**src/rtl/pc_update_unit.sv**
```systemverilog
// Program counter stage: PC/EPC registers, branch-qualified writes
// and a small exception sequencer that fetches a handler byte.
module pc_update_unit #(
  parameter logic [31:0] RESET_PC   = 32'h0000_0000,
  parameter logic [31:0] VEC_OPCODE = 32'd253,
  parameter logic [31:0] VEC_OVF    = 32'd254,
  parameter logic [31:0] VEC_DIV0   = 32'd255
) (
  input  logic        clk,
  input  logic        reset_n,
  input  logic [31:0] next_pc,
  input  logic        pc_write,
  input  logic        pc_write_cond,
  input  logic [1:0]  branch_type,
  input  logic        alu_zero,
  input  logic        alu_gt,
  input  logic        exc_req,
  input  logic [1:0]  exc_cause,
  input  logic        vec_valid,
  input  logic [7:0]  vec_data,
  output logic [31:0] pc,
  output logic [31:0] epc,
  output logic [1:0]  cause,
  output logic        vec_req,
  output logic [31:0] vec_addr,
  output logic        busy,
  output logic        exc_done
);

  typedef enum logic [1:0] {
    IDLE,
    VEC_REQ,
    RESUME
  } state_t;

  state_t      state;
  logic        cond;
  logic        take;
  logic        exc_ok;
  logic [31:0] vec_sel;

  // Branch condition from the ALU flags
  always_comb begin
    cond = 1'b0;
    unique case (branch_type)
      2'b00: cond = alu_zero;
      2'b01: cond = !alu_zero;
      2'b10: cond = !alu_gt;
      2'b11: cond = alu_gt;
    endcase
  end

  // Handler pointer address for the requested cause
  always_comb begin
    vec_sel = VEC_OPCODE;
    unique case (exc_cause)
      2'b01:   vec_sel = VEC_OPCODE;
      2'b10:   vec_sel = VEC_OVF;
      2'b11:   vec_sel = VEC_DIV0;
      default: vec_sel = VEC_OPCODE;
    endcase
  end

  assign take   = pc_write | (pc_write_cond & cond);
  assign exc_ok = exc_req & (exc_cause != 2'b00);

  // Sequencer plus PC/EPC/cause/vector-address registers
  always_ff @(posedge clk or negedge reset_n) begin
    if (!reset_n) begin
      state    <= IDLE;
      pc       <= RESET_PC;
      epc      <= 32'h0;
      cause    <= 2'b00;
      vec_addr <= 32'h0;
    end else begin
      unique case (state)
        IDLE: begin
          if (exc_ok) begin
            epc      <= pc - 32'd4;
            cause    <= exc_cause;
            vec_addr <= vec_sel;
            state    <= VEC_REQ;
          end else if (take) begin
            pc <= next_pc;
          end
        end
        VEC_REQ: begin
          if (vec_valid) begin
            pc    <= {24'b0, vec_data};
            state <= RESUME;
          end
        end
        RESUME: state <= IDLE;
        default: state <= IDLE;
      endcase
    end
  end

  assign vec_req  = (state == VEC_REQ);
  assign exc_done = (state == RESUME);
  assign busy     = (state != IDLE);

endmodule

```
**config.mk**
```make
export PLATFORM = sky130hd
export DESIGN_NAME = pc_update_unit
export DESIGN_NICKNAME = d
export VERILOG_FILES = /design/src/rtl/pc_update_unit.sv
export SDC_FILE = /design/constraint.sdc
export NUM_CORES = 1
export LEC_CHECK = 0
export BUFFER_PORTS_ARGS = -buffer_cell sky130_fd_sc_hd__buf_2
export CAP_MARGIN = 20
export CORE_MARGIN = 2
export CORE_UTILIZATION = 51
export DETAILED_ROUTE_END_ITERATION = 7
export HOLD_SLACK_MARGIN = 0.05
export PLACE_DENSITY = 0.94
export SETUP_SLACK_MARGIN = 0.5
export SKIP_LAST_GASP = 1
export SYNTH_ARGS = -nofsm -noshare
export SYNTH_HDL_FRONTEND = slang
export SYNTH_SLANG_ARGS = --single-unit
```
**constraint.sdc**
```tcl
create_clock -name clk -period 3.5 [get_ports clk]
set_clock_uncertainty 0.1 [all_clocks]
set_input_delay 0.35 -clock clk [delete_from_list [all_inputs] [get_ports clk]]
set_output_delay 0.35 -clock clk [all_outputs]
set_load 0.05 [all_outputs]
```
==> summary.md <==
| Metric | Value |
|---|---|
| Status | `finished clean` |
| Fmax | `around 410 MHz` |
| Async SR Flop Fraction | `1.00` |
| Post-synth EDFFs | `0` |
| Arr. time, crit path | `~2.0 ns` |
| Final period demand of the worst path | `~2.4 ns` |
| Synth Area in Simple Gates | `0.167` |
| R2r setup slk | `between 1 and 1.5 ns` |
| Xor/xnor cell area share of the yosys netlist | `0.0695` |
| Max Cap Viol | `0` |
| Fill cell count | `around 570` |
| H-tree Lvls | `3` |
| CP peak stage delay | `between 0.7 and 0.8 ns` |
| Pins Over Slew Limit | `0` |
| Row count | `30` |
| Ant. Diodes | `0` |
| CP max-delay cell | `nor2b_1` |
| Die Ht | `around 87 µm` |
| Worst Hold Class | `in2async` |
| Port Buffers | `about 130` |
| Root buffer cell | `clkbuf_8` |
| CTS resizes | `0` |
| Vias per inst | `roughly 5.2` |
| Initial antenna violation count | `0` |
| CTS Buf Count | `9` |
| Reg power frac | `0.322` |
| Most used DFF post-synth | `dfrtp_1` |
| Worst setup EP type | `output pin` |
| Layout area overhead | `22.3%` |
| I/O pins | `roughly 150` |
| Routed Antenna Nets | `0` |
| DP Wirelength | `between 5 and 6 mm` |
| Average size of a mapped cell | `10.8 µm²` |
| Share of cells above drive strength 1 | `0.369` |
| Post-route DRC | `0` |
| Via count | `~2700` |
| Net Sw Frac | `0.527` |
| Worst r2r dst | `pc[6]$_DFFE_PN0P_` |
| Setup TNS | `0 ns` |
| Synth unique cells | `44` |
| Final setup viols | `0` |
| Main combinational cell family by area after synthesis | `simple AND/OR/NAND/NOR gates` |
| Crit path cell chain | `nor2b_1 > buf_2` |
| Drt total wl | `approximately 7.9 mm` |
| Met1 usage in global routing | `0.270` |
| P_int | `0.00218 W` |
| Commonest non-fill, non-tap cells in the layout | `buf_2, dfrtp_1, nand2_1` |
| Path depth of the worst reg2reg path | `5` |
| Fin Hold WS | `approximately 0.014 ns` |
| CP Max Fanout | `11` |
| Critical path launch point type | `register` |
| Power Total | `around 0.0046 W` |
| TritonCTS Sinks | `71` |
| First-pass GRT wire length | `around 12 mm` |
| Syn Std Cell Area | `between 3000 and 4000 µm²` |
| Worst-margin pin slew | `between 0.9 and 1 ns` |
| Global route overflow | `0` |
| Mapped Cells | `between 300 and 400` |
| First-pass DRT Iterations | `4` |
| Hold violation count in the final report | `0` |
| Setup crit end | `vec_req` |
| Iter 0 DRT Violations | `94` |
| Complex-gate fraction of the synthesized area | `0.122` |
| Pwr dens | `1070 nW/µm²` |
| WL per Instance | `around 15 µm` |
| RSZ-0062 raised after global routing | `no` |
| Commonest non-fill, non-tap cell in the layout | `buf_2` |
| Vias in the first global route | `about 2600` |
| Sw Pwr | `0.00242 W` |
| Clock power share | `0.159` |
| Starting Density | `0.522` |
| Peak supply drop | `between 500 and 600 µV` |
| Die width | `a little under 90 µm` |
| RR Startpoint | `state[0]$_DFFE_PN0P_` |
| Bufs on Longest Clock Path | `2` |
| Lkg Pwr | `around 2.1 nW` |
| Utilization after layout | `0.638` |
| Nets | `roughly 500` |
| Met3 usage | `0.0389` |
| Final estimated routing congestion in global placement | `between 0.7 and 0.8` |
| Placeable core area | `around 6800 µm²` |
| Clk Latency, worst-skew pair | `0.34 ns` |
| FF+latch count, synth | `between 70 and 80` |
| Largest net degree at the start of global routing | `72` |
| Final period util | `0.692` |
| CTS tree | `done` |
| Max-slew headroom | `0.362` |
| Met2 Usage GRT | `0.357` |
| Mux cell area share after synthesis | `0.0497` |
| Critical path origin | `state[0]$_DFFE_PN0P_` |
| Synth Warn # | `0` |
| Clock transition at path regs | `~0.07 ns` |
| Die ar. | `about 7600 µm²` |
| Combinational Power Share | `0.519` |
| Hold_buf cts | `0` |
| Crit Path Category | `reg2out` |
| Worst path required time | `between 3 and 4 ns` |
| GRT Total Usage | `0.215` |
| Adder-cell share of the synthesized area | `0.00355` |
| Postcts setup bufs | `0` |
| Top Usage Layer GRT | `met2` |
| Seq/Total Area, Yosys | `0.504` |
-- per-stage QoR --
step	std cells	setup WS, ns	cell area, µm²
3_3_place_gp	517	1.27	4090
3_5_place_dp	517	1.16	4090
4_1_cts	533	1.08	4310
5_1_grt	533	0.978	4310
6_report	533	1.08	4310
2_1_floorplan	349	1.31	3610
-- area by class of cell --
cell class / count / area [µm²] / area share
clock buffers: 13 / 159 / 0.0368
inverters: 3 / 11.3 / 0.00261
multi-input cells: 233 / 1540 / 0.358
flip-flops and latches: 71 / 1780 / 0.412
clock inverters: 3 / 65.1 / 0.0151
repair buffers: 130 / 658 / 0.153
well taps: 80 / 100 / 0.0232
-- worst min-delay path by stage --
stage,from,end,cells past startpoint
after floorplan,reset_n,cause[0]$_DFFE_PN0N_,0
after global placement,vec_addr[0]$_DFFE_PN0N_,vec_addr[0]$_DFFE_PN0N_,2
after detailed placement,cause[0]$_DFFE_PN0N_,cause[0]$_DFFE_PN0N_,2
after CTS,reset_n,epc[18]$_DFFE_PN0N_,1
after global routing,reset_n,epc[29]$_DFFE_PN0N_,1
final,reset_n,pc[19]$_DFFE_PN0P_,1
-- synthesized netlist by cell type (2+ instances only) --
cell | number | area, µm²
mux2_1 | 6 | 67.6
nor2b_1 | 2 | 12.5
o21ai_0 | 14 | 70.1
mux2i_1 | 4 | 40.0
a21oi_1 | 2 | 10.0
clkbuf_1 | 6 | 22.5
dfrtp_1 | 71 | 1780
mux2_2 | 6 | 67.6
or3_1 | 3 | 18.8
nand2_1 | 50 | 188
nor2_1 | 11 | 41.3
xnor2_1 | 24 | 210
nor4_4 | 2 | 42.5
xor2_1 | 4 | 35.0
nor3_1 | 12 | 60.1
buf_4 | 30 | 225
nor4_2 | 3 | 37.5
nor3_4 | 2 | 32.5
and2_1 | 2 | 12.5
or2_1 | 2 | 12.5
o21ai_1 | 16 | 80.1
buf_2 | 4 | 20.0
a22o_1 | 24 | 210
inv_1 | 3 | 11.3
nor4_1 | 4 | 25.0
-- metal layers --
layer / wire length [µm] / up-vias
met1: 3350 / 1307
met2: 3980 / 100
met5: 0 / -
met4: 245 / 0
li1: - / 1319
met3: 369 / 23
-- flip-flops by register name, indices dropped and copies added, names as in the netlist --
signal    flops
state         2
epc          32
pc           32
cause         2
vec_addr      3
-- power by group through the flow --
stage / Combinational [W] / Sequential (W) / Clock, W
6_report: 0.00239 / 0.00148 / 0.000732
5_1_grt: 0.00252 / 0.00153 / 0.000782
4_1_cts: 0.00241 / 0.00149 / 0.000741
3_5_place_dp: 0.00240 / 0.00150 / 0
3_3_place_gp: 0.00236 / 0.00147 / 0
2_1_floorplan: 0.000742 / 0.00259 / 0
-- kinds of logic after synthesis --
kind of cell | after synthesis
compound gates | 61
xor+xnor | 28
fa+ha+maj | 1
buf+inv | 45
flops | 71
mux | 16
other cells | 1
simple gates | 103
-- worst max-delay path: cells and delay by family, from the launching register on --
family,cells,cell delay [ns]
AND/OR/NAND/NOR,1,0.79
flip-flops,1,0.44
buffers and inverters,1,0.41
(Power assumes the default switching activity.)
